**config.mk**
```make
export PLATFORM = sky130hd
export DESIGN_NAME = mem_arbiter
export DESIGN_NICKNAME = d
export VERILOG_FILES = /design/src/rtl/mem_arb_pkg.sv /design/src/rtl/mem_arb_sat_counter.sv /design/src/rtl/mem_arbiter.sv
export SDC_FILE = /design/constraint.sdc
export NUM_CORES = 1
export LEC_CHECK = 0
export BUFFER_PORTS_ARGS = -buffer_cell sky130_fd_sc_hd__clkbuf_2
export CORE_UTILIZATION = 48
export DETAILED_ROUTE_END_ITERATION = 8
export GPL_TIMING_DRIVEN = 1
export HOLD_SLACK_MARGIN = 0.12
export PLACE_DENSITY = 0.87
export SETUP_SLACK_MARGIN = 0.4
export SYNTH_ARGS = -nofsm -noshare
export SYNTH_HDL_FRONTEND = slang
export SYNTH_SLANG_ARGS = --single-unit
```
**constraint.sdc**
```tcl
create_clock -name clock -period 2.7 [get_ports clock]
set_clock_uncertainty 0.2 [all_clocks]
set_input_delay 0.135 -clock clock [delete_from_list [all_inputs] [get_ports clock]]
set_output_delay 0.135 -clock clock [all_outputs]
set_load 0.05 [all_outputs]
```
**src/rtl/mem_arb_pkg.sv**
```systemverilog
// Shared types and constants for the CPU/PPU memory arbiter.
// Statistics counters are built only with MEM_ARB_STATS_EN defined.
package mem_arb_pkg;

  typedef enum logic [1:0] {
    ST_IDLE,
    ST_ISSUE,
    ST_WAIT
  } arb_state_t;

  localparam logic REQ_CPU = 1'b0;
  localparam logic REQ_PPU = 1'b1;

  localparam int CNT_W  = 16;
  localparam int ADDR_W = 22;
  localparam int DATA_W = 8;

  typedef struct packed {
    logic              we;
    logic [ADDR_W-1:0] addr;
    logic [DATA_W-1:0] wdata;
  } acc_t;

endpackage

```
**src/rtl/mem_arb_sat_counter.sv**
```systemverilog
// Saturating event counter used by the arbiter statistics.
// Instantiated only when MEM_ARB_STATS_EN is defined.
module mem_arb_sat_counter
  import mem_arb_pkg::*;
#(
  parameter int W = CNT_W
) (
  input  logic         clock,
  input  logic         reset_n,
  input  logic         inc,
  output logic [W-1:0] count
);

  always_ff @(posedge clock or negedge reset_n) begin
    if (!reset_n) begin
      count <= '0;
    end else if (inc && (count != {W{1'b1}})) begin
      count <= count + 1'b1;
    end
  end

endmodule

```
**src/rtl/mem_arbiter.sv**
```systemverilog
// CPU/PPU shared-memory arbiter: PPU priority with bounded CPU starvation.
// Define MEM_ARB_STATS_EN to add grant and stall statistics outputs.
module mem_arbiter
  import mem_arb_pkg::*;
#(
  parameter int RD_LAT        = 2,
  parameter int MAX_PPU_BURST = 3
) (
  input  logic              clock,
  input  logic              reset_n,
  input  logic              load_done,
  input  logic              cpu_req,
  input  logic              cpu_we,
  input  logic [ADDR_W-1:0] cpu_addr,
  input  logic [DATA_W-1:0] cpu_wdata,
  output logic              cpu_ack,
  output logic              cpu_rvalid,
  output logic [DATA_W-1:0] cpu_rdata,
  input  logic              ppu_req,
  input  logic              ppu_we,
  input  logic [ADDR_W-1:0] ppu_addr,
  input  logic [DATA_W-1:0] ppu_wdata,
  output logic              ppu_ack,
  output logic              ppu_rvalid,
  output logic [DATA_W-1:0] ppu_rdata,
  output logic [ADDR_W-1:0] mem_addr,
  output logic              mem_rd_cpu,
  output logic              mem_rd_ppu,
  output logic              mem_wr,
  output logic [DATA_W-1:0] mem_d,
  input  logic [DATA_W-1:0] mem_q_cpu,
  input  logic [DATA_W-1:0] mem_q_ppu
`ifdef MEM_ARB_STATS_EN
  ,
  output logic [CNT_W-1:0]  cpu_grants,
  output logic [CNT_W-1:0]  ppu_grants,
  output logic [CNT_W-1:0]  cpu_stall_cycles
`endif
);

  arb_state_t state;
  logic       owner;
  logic       is_read;
  logic [2:0] wait_cnt;
  logic [3:0] ppu_streak;

  acc_t cpu_acc;
  acc_t ppu_acc;
  acc_t win_acc;
  logic ppu_first;
  logic grant_cpu;
  logic grant_ppu;

  assign cpu_acc = '{we: cpu_we, addr: cpu_addr, wdata: cpu_wdata};
  assign ppu_acc = '{we: ppu_we, addr: ppu_addr, wdata: ppu_wdata};

  // PPU wins unless a waiting CPU has already sat out a full burst.
  always_comb begin
    ppu_first = ppu_req &&
      !(cpu_req && (ppu_streak == 4'(MAX_PPU_BURST)));
    grant_ppu = 1'b0;
    grant_cpu = 1'b0;
    if ((state == ST_IDLE) && load_done) begin
      grant_ppu = ppu_first;
      grant_cpu = cpu_req && !ppu_first;
    end
    win_acc = grant_ppu ? ppu_acc : cpu_acc;
  end

  always_ff @(posedge clock or negedge reset_n) begin
    if (!reset_n) begin
      state      <= ST_IDLE;
      owner      <= REQ_CPU;
      is_read    <= 1'b0;
      wait_cnt   <= '0;
      ppu_streak <= '0;
      mem_addr   <= '0;
      mem_d      <= '0;
      mem_rd_cpu <= 1'b0;
      mem_rd_ppu <= 1'b0;
      mem_wr     <= 1'b0;
      cpu_ack    <= 1'b0;
      ppu_ack    <= 1'b0;
      cpu_rvalid <= 1'b0;
      ppu_rvalid <= 1'b0;
      cpu_rdata  <= '0;
      ppu_rdata  <= '0;
    end else begin
      mem_rd_cpu <= 1'b0;
      mem_rd_ppu <= 1'b0;
      mem_wr     <= 1'b0;
      cpu_ack    <= 1'b0;
      ppu_ack    <= 1'b0;
      cpu_rvalid <= 1'b0;
      ppu_rvalid <= 1'b0;

      if (!cpu_req || grant_cpu) begin
        ppu_streak <= '0;
      end else if (grant_ppu) begin
        ppu_streak <= ppu_streak + 4'd1;
      end

      unique case (state)
        ST_IDLE: begin
          if (grant_cpu || grant_ppu) begin
            state      <= ST_ISSUE;
            owner      <= grant_ppu ? REQ_PPU : REQ_CPU;
            is_read    <= !win_acc.we;
            mem_addr   <= win_acc.addr;
            mem_d      <= win_acc.wdata;
            mem_wr     <= win_acc.we;
            mem_rd_cpu <= grant_cpu && !win_acc.we;
            mem_rd_ppu <= grant_ppu && !win_acc.we;
            cpu_ack    <= grant_cpu;
            ppu_ack    <= grant_ppu;
          end
        end
        ST_ISSUE: begin
          state    <= is_read ? ST_WAIT : ST_IDLE;
          wait_cnt <= 3'(RD_LAT - 1);
        end
        ST_WAIT: begin
          if (wait_cnt == 3'd0) begin
            state <= ST_IDLE;
            if (owner == REQ_PPU) begin
              ppu_rdata  <= mem_q_ppu;
              ppu_rvalid <= 1'b1;
            end else begin
              cpu_rdata  <= mem_q_cpu;
              cpu_rvalid <= 1'b1;
            end
          end else begin
            wait_cnt <= wait_cnt - 3'd1;
          end
        end
        default: state <= ST_IDLE;
      endcase
    end
  end

`ifdef MEM_ARB_STATS_EN
  mem_arb_sat_counter #(.W(CNT_W)) u_cpu_grants (
    .clock   (clock),
    .reset_n (reset_n),
    .inc     (grant_cpu),
    .count   (cpu_grants)
  );

  mem_arb_sat_counter #(.W(CNT_W)) u_ppu_grants (
    .clock   (clock),
    .reset_n (reset_n),
    .inc     (grant_ppu),
    .count   (ppu_grants)
  );

  mem_arb_sat_counter #(.W(CNT_W)) u_cpu_stall (
    .clock   (clock),
    .reset_n (reset_n),
    .inc     (cpu_req && !cpu_ack),
    .count   (cpu_stall_cycles)
  );
`endif

endmodule
```
; ---- Word level (Yosys, flattened, before mapping)
; Cells that the tools add are included.
[totals]
register_bits = 64
in_bits = 83
out_inout_bits = 53
elab_cells = 74
[classes]
n_reduce_logical = 21
n_bitwise = 1
n_addsub = 2
n_mux = 28
eq_ne = 6
[ops]
columns = op, n
row1 = $mux 31, 1
row2 = $mux 1, 19
row3 = $mux 4, 2
row4 = $logic_and 1x1->1, 6
row5 = $mux 2, 3
row6 = $pmux 2 s3, 1
row7 = $pmux 3 s2, 1
row8 = $reduce_and 2->1, 3
row9 = $reduce_and 3->1, 2
row10 = $add 4x1->4 const B, 1
row11 = $eq 4x2->1 const B, 1
row12 = $logic_not 1->1, 4
row13 = $ne 2x2->1 const B, 2
row14 = $reduce_bool 2->1, 2
row15 = $logic_not 3->1, 1
row16 = $mux 3, 1
row17 = $sub 3x1->3 const B, 1
row18 = $eq 2x1->1 const B, 1
row19 = $eq 2x2->1 const B, 1
row20 = $logic_not 2->1, 1
row21 = $logic_or 1x1->1, 2
row22 = $ne 2x1->1 const B, 1
row23 = $not 1->1, 1

; ---- Longest topological paths before layout
; Gate-level depths: netlist of the first run.
[depth]
word_depth = 10
mapped_depth = 6
depth_no_buf = 5

; ---- Worst setup path before layout of the first run
; OpenSTA, ideal clock, no wires.
[synth_timing]
path_type = reg2reg
from = reg wait_cnt[0]
to = reg cpu_rdata[0]
path_buffers = 0
setup_time_ns = 0.125
arrival_time_ns = 1.666
required_ns = 2.375
period_less_slack_ns = 1.991
stages_incl_launch_ff = 6
setup_slack_ns = 0.709
path_cell_list = dfrtp_1 -> inv_1 -> ha_1 -> or2b_2 -> nor4_4 -> mux2_2
[synth_between]
elab_chain_len = 2
[synth_lines]
columns = item, line_no
row1 = "start, declared", mem_arbiter.sv:44  ; logic [2:0] wait_cnt;
row2 = "start signal, assigned", mem_arbiter.sv:120  ; wait_cnt <= 3'(RD_LAT - 1);
row3 = "start signal, assigned", mem_arbiter.sv:133  ; wait_cnt <= wait_cnt - 3'd1;
row4 = $logic_not 3->1, mem_arbiter.sv:123  ; if (wait_cnt == 3'd0) begin
row5 = $reduce_and 3->1 (no source line), -
row6 = "end signal, assigned", mem_arbiter.sv:129  ; cpu_rdata <= mem_q_cpu;
row7 = "end, declared", mem_arbiter.sv:18  ; output logic [DATA_W-1:0] cpu_rdata,
; No other way between the ends.
; A chain may end at the register's enable or synchronous reset.

; ---- Final worst setup path of the first run
[layout_timing]
from = reg wait_cnt[0]
to = reg cpu_rdata[1]
; Same word-level chain as after synthesis.

==> results.cfg, run 1 <==
[route]
routed_wirelength_um = 10520
wire_per_inst_um = 19.02
number_of_nets_with_antenna_violations_after_detailed_routing = 0
num_vias = 3240
viasPerCell = 5.859
drt_first_iter_violations = 230
drt_drc_violations_left = 0
detailedRoute.firstPassIterationCount = 5

[die]
floorplan.io_pins = 136
initial_core_util_pct = 49.81
full_die_area_um2 = 6918
floorplan.rows = 29
die_h_um = 83.18
core_area_um2 = 6350
dieWidth_um = 83.18

[yosys]
netlist_area_um2 = 3163
netlist_top_cells_area = dfrtp_1, o311a_1, nand4b_1, o21bai_1, mux2_2
ys_seq_elements = 64
synth_sequential_area_ratio_pct = 50.63
synth_top_cell_area_share_pct = 50.63
avgSynthCellArea_um2 = 12.07
netlist_instances = 262
yosys_most_used_dff = dfrtp_1
synth_enable_flop_cells = 0
synth.lib_cells_used.distinct = 37
synthArstFlopShare_pct = 100.0
synth.net_count = 348
synth-warning-count = 0
post-synth-top-area-cell = dfrtp_1

[clocking]
clkTransAtPathRegs_ns = 0.07
clockBufferDepth = 2
htreeDepth = 3
clock_tree_from_tritoncts = yes
total_cts_buffers = 9
clkSinkCount = 64
clkLatencyLatePin_ns = 0.34
clock-root-buffer = clkbuf_8

[flow_run]
drv_cap = 0

[critical_path]
crit_path_top_delay_cell = dfrtp_1
kind_of_capture_point_of_the_worst_setup_path = register
crit_path_start_kind = register
critPathLaunch = wait_cnt[0]
timing.rr.end = cpu_rdata[1]
reg2reg_slack_ns = 0.48
cp.buffers_inverters = 2
worst-endpoint-arrival_ns = 2.24
cpLargestDelayFamily = simple AND/OR/NAND/NOR gates
critical_path.max_stage_delay_ns = 0.40
worst-setup-path-type = register to register
cp_num_cells = 6
cp.required_ns = 2.72
crit-reg2reg-launch = wait_cnt[0]
timing.critical_path.cells = inv_1, ha_1, or2b_2, nor4_4, buf_4, mux2_2
largest_fanout_on_the_critical_path = 9
r2r_cells = 6

[grt]
grt-ovfl-total = 0
grt_first_pass_wirelength_um = 16950
maximum_number_of_pins_on_one_net_before_global_route_repair = 74
antenna_found_initial = 0
vias_in_the_first_global_route = 3449
global_route_usage_over_all_layers_pct = 31.34

[placement]
portBuffers = 135
gp_congestion = 0.7877
dp_hpwl_um = 5428
numPlacedInstances = 455

[power]
final_total_pwr_mw = 5.214
power.density_nw_per_um2 = 1063
p_leak_nw = 2.287
vdd_drop_max_mv = 0.7118

[timing]
final.hold.worst_slack_ns = 0.1891
headroom_to_the_max_slew_limit_pct = 51.25
fmax_mhz = 450.1
worst_pin_slew_ns = 0.7313
timing.final.hold_violations = 0
slew_violations = 0
min_period_over_period_pct = 82.28
timing.setup.tns_ns = 0
final_min_period_ns = 2.222
rsz0062_at_grt = false
setup_viol = 0

[layout]
flow.area_growth_from_synthesis_pct = 55.06
post_route_cells_drive_above_1_share_pct = 38.87
insertedDiodeCount = 0
final_core_utilization_pct = 77.24
finalNetCount = 558
stdcell_count = 553

[run_status]
run_status = finished, final reports clean

[hold_path]
min_path_type = primary input to asynchronous set/reset pin
synth_stat cells, types with 3 or more instances:
| cell | instances |
|---|---|
| inv_1 | 8 |
| mux2_2 | 16 |
| o311a_1 | 30 |
| buf_2 | 4 |
| nand3_1 | 4 |
| dfrtp_1 | 64 |
| nor2_1 | 4 |
| clkbuf_1 | 14 |
| nand2_1 | 5 |
| ha_1 | 3 |
| o21bai_1 | 30 |
| a21oi_1 | 6 |
| nand4_1 | 4 |
| buf_6 | 8 |
| nand4b_1 | 32 |
| o21ai_0 | 6 |
per-layer routing:
metal	up-vias	routed length [µm]	part of all wire, %	track usage [%]
met4	0	451	4.3	17.55
met3	42	545	5.2	5.765
met1	1587	3777	36	35.19
li1	1443	-	-	-
met2	168	5743	55	55.81
met5	-	0	0	0
state kept, by name (all words and copies together), names as in the netlist, 2 cells and up:
| register | cells |
|---|---|
| cpu_rdata | 8 |
| mem_addr | 22 |
| mem_d | 8 |
| ppu_rdata | 8 |
| ppu_streak | 4 |
| state | 2 |
| wait_cnt | 3 |
how the worst max path moves through the flow:
| stage | endpoint | slack (ns) |
|---|---|---|
| after global routing | cpu_rdata[7] | 0.42 |
| final | cpu_rdata[1] | 0.48 |
| after global placement | cpu_rdata[5] | 0.62 |
| after CTS | mem_wr | 0.48 |
| after detailed placement | cpu_rdata[1] | 0.50 |
| after floorplan | cpu_rdata[0] | 0.71 |
placed cells by master, fill, tap and decap left out, types with 3 or more instances in the layout:
cell type and count:
clkbuf_2 134, dlygate4sd3_1 82, dfrtp_1 64, nand4b_1 32
o21bai_1 30, o311a_1 30, mux2_2 16, clkbuf_8 12
inv_1 8, buf_4 7, a21oi_1 6, o21ai_0 6
nand2_1 5, nand4_1 4, nand3_1 4, nor2_1 3
ha_1 3
area by class of cell:
cell class,instances,area (µm²)
Sequential cell,64,1602
Timing Repair Buffer,226,1589
Fill cell,376,1445
Multi-Input combinational cell,162,1379
Clock buffer,12,165.2
Tap cell,77,96.34
Clock inverter,3,40.04
Inverter,9,33.78
logic make-up (layout without fill, tap and decap cells):
kind of cell / Yosys count / count (layout) / synth area share, %
muxes: 16 / 16 / 5.696
AOI/OAI and AO/OA: 81 / 81 / 20.89
buffers and inverters: 36 / 250 / 6.329
adders and majority gates: 3 / 3 / 1.187
and+or+nand+nor: 62 / 62 / 15.27
DFF: 64 / 64 / 50.63
worst reg2reg max path, delay by kind of cell, from the launching register on:
family | cells | cell delay (ns)
flip-flops | 1 | 0.40
buffers and inverters | 2 | 0.35
adder cells (fa/ha/maj) | 1 | 0.22
AND/OR/NAND/NOR | 2 | 0.57
multiplexers | 1 | 0.36
stage by stage:
stage / setup WS, ns / area (µm²)
final: 0.4784 / 4905
after global routing: 0.4238 / 4905
after floorplan: 0.7091 / 3163
after detailed placement: 0.5033 / 3866
after CTS: 0.4824 / 4892
after global placement: 0.6154 / 3866
where the power goes:
| part | switching, mW | internal, mW | leakage, nW |
|---|---|---|---|
| clock | 0.374 | 0.494 | 0.108 |
| combinational | 1.92 | 0.819 | 1.42 |
| sequential | 0.255 | 1.35 | 0.762 |
what timing repair did:
action / in CTS / in global routing
hold endpoints to repair: 113 / 0
hold buffers: 82 / 0
setup buffers: 0 / 1
gates resized for setup: 0 / 1
endpoints found under the setup margin: 0 / 9
Note: power is estimated with default switching activity, not from simulation.
==> run 2, diff against run 1 <==
==> constraint.sdc (replaced) <==
create_clock -name clock -period 2.2 [get_ports clock]
set_clock_uncertainty 0.2 [all_clocks]
set_input_delay 0.11 -clock clock [delete_from_list [all_inputs] [get_ports clock]]
set_output_delay 0.11 -clock clock [all_outputs]
set_load 0.05 [all_outputs]
==> results.cfg, run 2 (same netlist as run 1, synthesis figures left out) <==
[power]
power.density_nw_per_um2 = 1284
vdd_drop_max_mv = 0.9934
p_leak_nw = 2.447
final_total_pwr_mw = 6.657

[timing]
slew_violations = 0
worst_pin_slew_ns = 0.8262
setup_viol = 0
fmax_mhz = 530.2
timing.final.hold_violations = 0
final.hold.worst_slack_ns = 0.1503
headroom_to_the_max_slew_limit_pct = 44.92
min_period_over_period_pct = 85.74
timing.setup.tns_ns = 0
rsz0062_at_grt = true
final_min_period_ns = 1.886

[critical_path]
timing.critical_path.cells = inv_2, ha_4, buf_4, and2b_2, nand4_1, buf_6, mux2_4
crit_path_top_delay_cell = dfrtp_1
cp.buffers_inverters = 3
kind_of_capture_point_of_the_worst_setup_path = register
critical_path.max_stage_delay_ns = 0.40
worst-endpoint-arrival_ns = 1.91
cp.required_ns = 2.22
largest_fanout_on_the_critical_path = 5
crit_path_start_kind = register
cpLargestDelayFamily = flip-flops
worst-setup-path-type = register to register

[run_status]
run_status = finished, final reports clean

[layout]
largest_register_ffs = 22
post_route_cells_drive_above_1_share_pct = 41.78
flow.area_growth_from_synthesis_pct = 63.84
finalNetCount = 574
post-route-cell-area_um2 = 5182
largest-register = mem_addr
layout_commonest_cell = clkbuf_2
num-fill-cells = 332
stdcell_count = 570
most-common-layout-cells = clkbuf_2, dlygate4sd3_1, dfrtp_1, nand4b_1
insertedDiodeCount = 0

[grt]
maximum_number_of_pins_on_one_net_before_global_route_repair = 74
grt_first_pass_wirelength_um = 17020
global_route_usage_over_all_layers_pct = 31.35
antenna_found_initial = 0
vias_in_the_first_global_route = 3429
grt-ovfl-total = 0

[die]
full_die_area_um2 = 6918
floorplan.io_pins = 136
die_h_um = 83.18
dieWidth_um = 83.18
core_area_um2 = 6350
floorplan.rows = 29
initial_core_util_pct = 49.81

[route]
num_vias = 3384
drt_drc_violations_left = 0
drt_first_iter_violations = 287
wire_per_inst_um = 19.85
number_of_nets_with_antenna_violations_after_detailed_routing = 0
detailedRoute.firstPassIterationCount = 5
viasPerCell = 5.937
routed_wirelength_um = 11320

[clocking]
clockBufferDepth = 2
clock_tree_from_tritoncts = yes
clock-root-buffer = clkbuf_8
clkSinkCount = 64
clkLatencyLatePin_ns = 0.33
clkTransAtPathRegs_ns = 0.08
htreeDepth = 3
total_cts_buffers = 9

[flow_run]
drv_cap = 0

[placement]
dp_hpwl_um = 5440
numPlacedInstances = 459
postPlaceCellArea_um2 = 3915
gp_congestion = 0.8213
portBuffers = 135

[hold_path]
min_path_type = primary input to asynchronous set/reset pin
run 2: cell count changes in the layout (fill, tap and decap cells not counted), moves of 2 or more:
| cell | previous run | this run |
|---|---|---|
| buf_4 | 7 | 14 |
| buf_6 | 0 | 6 |
| clkinvlp_4 | 0 | 2 |
| ha_1 | 3 | 1 |
| ha_4 | 0 | 2 |
| inv_1 | 8 | 6 |
| inv_2 | 1 | 3 |
| mux2_2 | 16 | 1 |
| mux2_4 | 0 | 15 |
run 2: worst register-to-register path: cells and delay by family (launching register included):
kind | cells | cell delay, ns
flip-flops | 1 | 0.40
buffers and inverters | 3 | 0.40
AND/OR/NAND/NOR | 2 | 0.35
multiplexers | 1 | 0.31
adder cells (fa/ha/maj) | 1 | 0.13
run 2: report_power, final:
group | total [mW] | switching [mW] | leakage, nW | internal [mW]
clock network | 1.05 | 0.471 | 0.101 | 0.581
logic | 3.65 | 2.44 | 1.58 | 1.20
registers | 1.96 | 0.304 | 0.762 | 1.66
run 2: routing by layer:
layer  vias to the layer above  routed length (µm)  GRT usage (%)
met4                         0                 547          18.81
met2                       176                5894          55.89
met5                         -                   0              0
met1                      1681                4261          35.61
li1                       1477                   -              -
met3                        50                 613          4.274
run 2: worst paths after layout:
path / end / depth (start not counted) / slack, ns / from
min reg2reg: cpu_rdata[7] / 1 / 0.32 / cpu_rdata[7]
max: ppu_rdata[5] / 7 / 0.31 / wait_cnt[1]
max in group asynchronous: mem_d[1] / 3 / 0.80 / reset_n
max reg2reg: ppu_rdata[5] / 7 / 0.31 / wait_cnt[1]
min in group clock: ppu_streak[0] / 5 / 0.23 / load_done
min: ppu_streak[1] / 3 / 0.15 / reset_n
run 2: what timing repair did:
item,in CTS,in global routing
hold buffers,83,0
resized for setup,16,18
hold endpoints to repair,121,0
buffers inserted,4,5
cloned,1,2
endpoints found under the setup margin,47,67
pin swaps,1,0
run 2: area by class of cell:
class	count	area [µm²]	area share, %
repair buffers	242	1767	34.09
multi-input cells	162	1478	28.51
flip-flops and latches	64	1602	30.90
inverters	9	33.78	0.6519
clock buffers	11	151.4	2.921
clock inverters	5	55.05	1.062
well taps	77	96.34	1.859
run 2: through the flow:
stage	util [%]	worst slack, ns
floorplan	-	0.2673
global placement	61.66	0.3136
detailed placement	61.66	0.2280
CTS	79.47	0.3151
global route	81.62	0.2518
finish	81.62	0.3137
==> run 3, diff against run 2 <==
==> constraint.sdc (replaced) <==
create_clock -name clock -period 2.25 [get_ports clock]
set_clock_uncertainty 0.2 [all_clocks]
set_input_delay 0.1125 -clock clock [delete_from_list [all_inputs] [get_ports clock]]
set_output_delay 0.1125 -clock clock [all_outputs]
set_load 0.05 [all_outputs]
==> results.cfg, run 3 (same netlist as run 1, synthesis figures left out) <==
[run_status]
run_status = finished, final reports clean

[critical_path]
crit_path_start_kind = register
largest_fanout_on_the_critical_path = 4
critical_path.max_stage_delay_ns = 0.39
crit_path_top_delay_cell = dfrtp_1
worst-setup-path-type = register to register
timing.critical_path.cells = inv_2, ha_4, or2b_4, nor4_4, buf_4, mux2_2
worst-endpoint-arrival_ns = 2.01
kind_of_capture_point_of_the_worst_setup_path = register
cp.required_ns = 2.28

[layout]
post_route_cells_drive_above_1_share_pct = 41.75
most-common-layout-cells = clkbuf_2, dlygate4sd3_1, dfrtp_1, nand4b_1, o311a_1
insertedDiodeCount = 0
flow.area_growth_from_synthesis_pct = 61.79
finalNetCount = 572
stdcell_count = 568
largest_register_ffs = 22
layout_commonest_cell = clkbuf_2
largest-register = mem_addr

[power]
p_leak_nw = 2.372
power.density_nw_per_um2 = 1248
vdd_drop_max_mv = 0.9837

[grt]
grt_use_met2_pct = 52.98
grt_busiest_layer = met2
vias_in_the_first_global_route = 3463
global_route_usage_over_all_layers_pct = 31.44
grt-ovfl-total = 0
maximum_number_of_pins_on_one_net_before_global_route_repair = 74
antenna_found_initial = 0
grt_first_pass_wirelength_um = 16960
grtUsageMet3_pct = 7.058
groute.layer.met1.usage_pct = 34.76

[timing]
final.hold.worst_slack_ns = 0.2417
rsz0062_at_grt = true
timing.setup.tns_ns = 0
setup_viol = 0
final_min_period_ns = 1.977
slew_violations = 0
timing.final.hold_violations = 0
fmax_mhz = 505.8
min_period_over_period_pct = 87.86
worst_pin_slew_ns = 0.5776
headroom_to_the_max_slew_limit_pct = 61.49

[clocking]
clockBufferDepth = 2
total_cts_buffers = 9
clock_tree_from_tritoncts = yes
clock-root-buffer = clkbuf_8
clkLatencyLatePin_ns = 0.34
clkSinkCount = 64
htreeDepth = 3
clkTransAtPathRegs_ns = 0.08

[route]
drt_first_iter_violations = 287
wire_per_inst_um = 19.50
num_vias = 3395
viasPerCell = 5.977
drt_drc_violations_left = 0
routed_wirelength_um = 11080
number_of_nets_with_antenna_violations_after_detailed_routing = 0
detailedRoute.firstPassIterationCount = 5

[die]
floorplan.rows = 29
core_area_um2 = 6350
dieWidth_um = 83.18
full_die_area_um2 = 6918
initial_core_util_pct = 49.81
floorplan.io_pins = 136
die_h_um = 83.18

[placement]
dp_hpwl_um = 5344
portBuffers = 135
gp_congestion = 0.7900
numPlacedInstances = 458

[hold_path]
min_path_type = primary input to register

[flow_run]
drv_cap = 0
run 3: cell count changes in the layout (fill, tap and decap cells not counted), moves of 2 or more:
cell	previous run	this run
mux2_4	15	1
buf_6	6	2
mux2_2	1	15
buf_4	14	16
run 3: worst max-delay path: cells and delay by family, from the launching register on:
family | cells | cell delay, ns
fa+ha+maj | 1 | 0.15
simple gates | 2 | 0.50
flops | 1 | 0.39
mux | 1 | 0.32
buf+inv | 2 | 0.32
run 3: repair_timing:
item,4_1_cts,5_1_grt
pin swaps,1,1
cloned,0,2
setup endpoints to repair,48,49
buffers inserted,2,8
resized for setup,4,11
hold buffers,82,0
endpoints found under the hold margin,120,0
run 3: routing by layer:
layer	up-vias	wire (µm)
li1	1477	-
met1	1652	4045
met2	195	5787
met3	71	577
met4	0	665
met5	-	0
run 3: worst paths after layout:
kind                            depth (start not counted)  slack, ns       endpoint          from
worst max-delay path                                    6       0.27   cpu_rdata[0]   wait_cnt[0]
worst min-delay path                                    5       0.24  ppu_streak[2]     load_done
worst max register to register                          6       0.27   cpu_rdata[0]   wait_cnt[0]
worst min register to register                          1       0.31   cpu_rdata[4]  cpu_rdata[4]
max in group asynchronous                               4       0.54  ppu_streak[0]       reset_n
min in group asynchronous                               3       0.66    mem_addr[5]       reset_n
run 3: cell type report:
cell class | count | area [µm²]
flip-flops and latches | 64 | 1603
clock buffers | 11 | 141.4
multi-input cells | 162 | 1443
inverters | 9 | 33.78
fillers | 343 | 1232
well taps | 77 | 96.34
clock inverters | 5 | 56.30
repair buffers | 240 | 1744
run 3: report_power, final:
group / switching [mW] / internal, mW / total, mW
logic: 2.37 / 1.11 / 3.48
registers: 0.280 / 1.62 / 1.90
clock network: 0.467 / 0.541 / 1.01
run 3: per-stage QoR:
step	utilization, %	area (µm²)	power, mW	worst slack, ns
2_1_floorplan	-	3169	4.325	0.3173
3_3_place_gp	61.73	3920	4.958	0.3207
3_5_place_dp	61.73	3920	5.045	0.2116
4_1_cts	78.36	4976	6.152	0.3226
5_1_grt	80.59	5117	6.646	0.2056
6_report	80.59	5117	6.385	0.2731
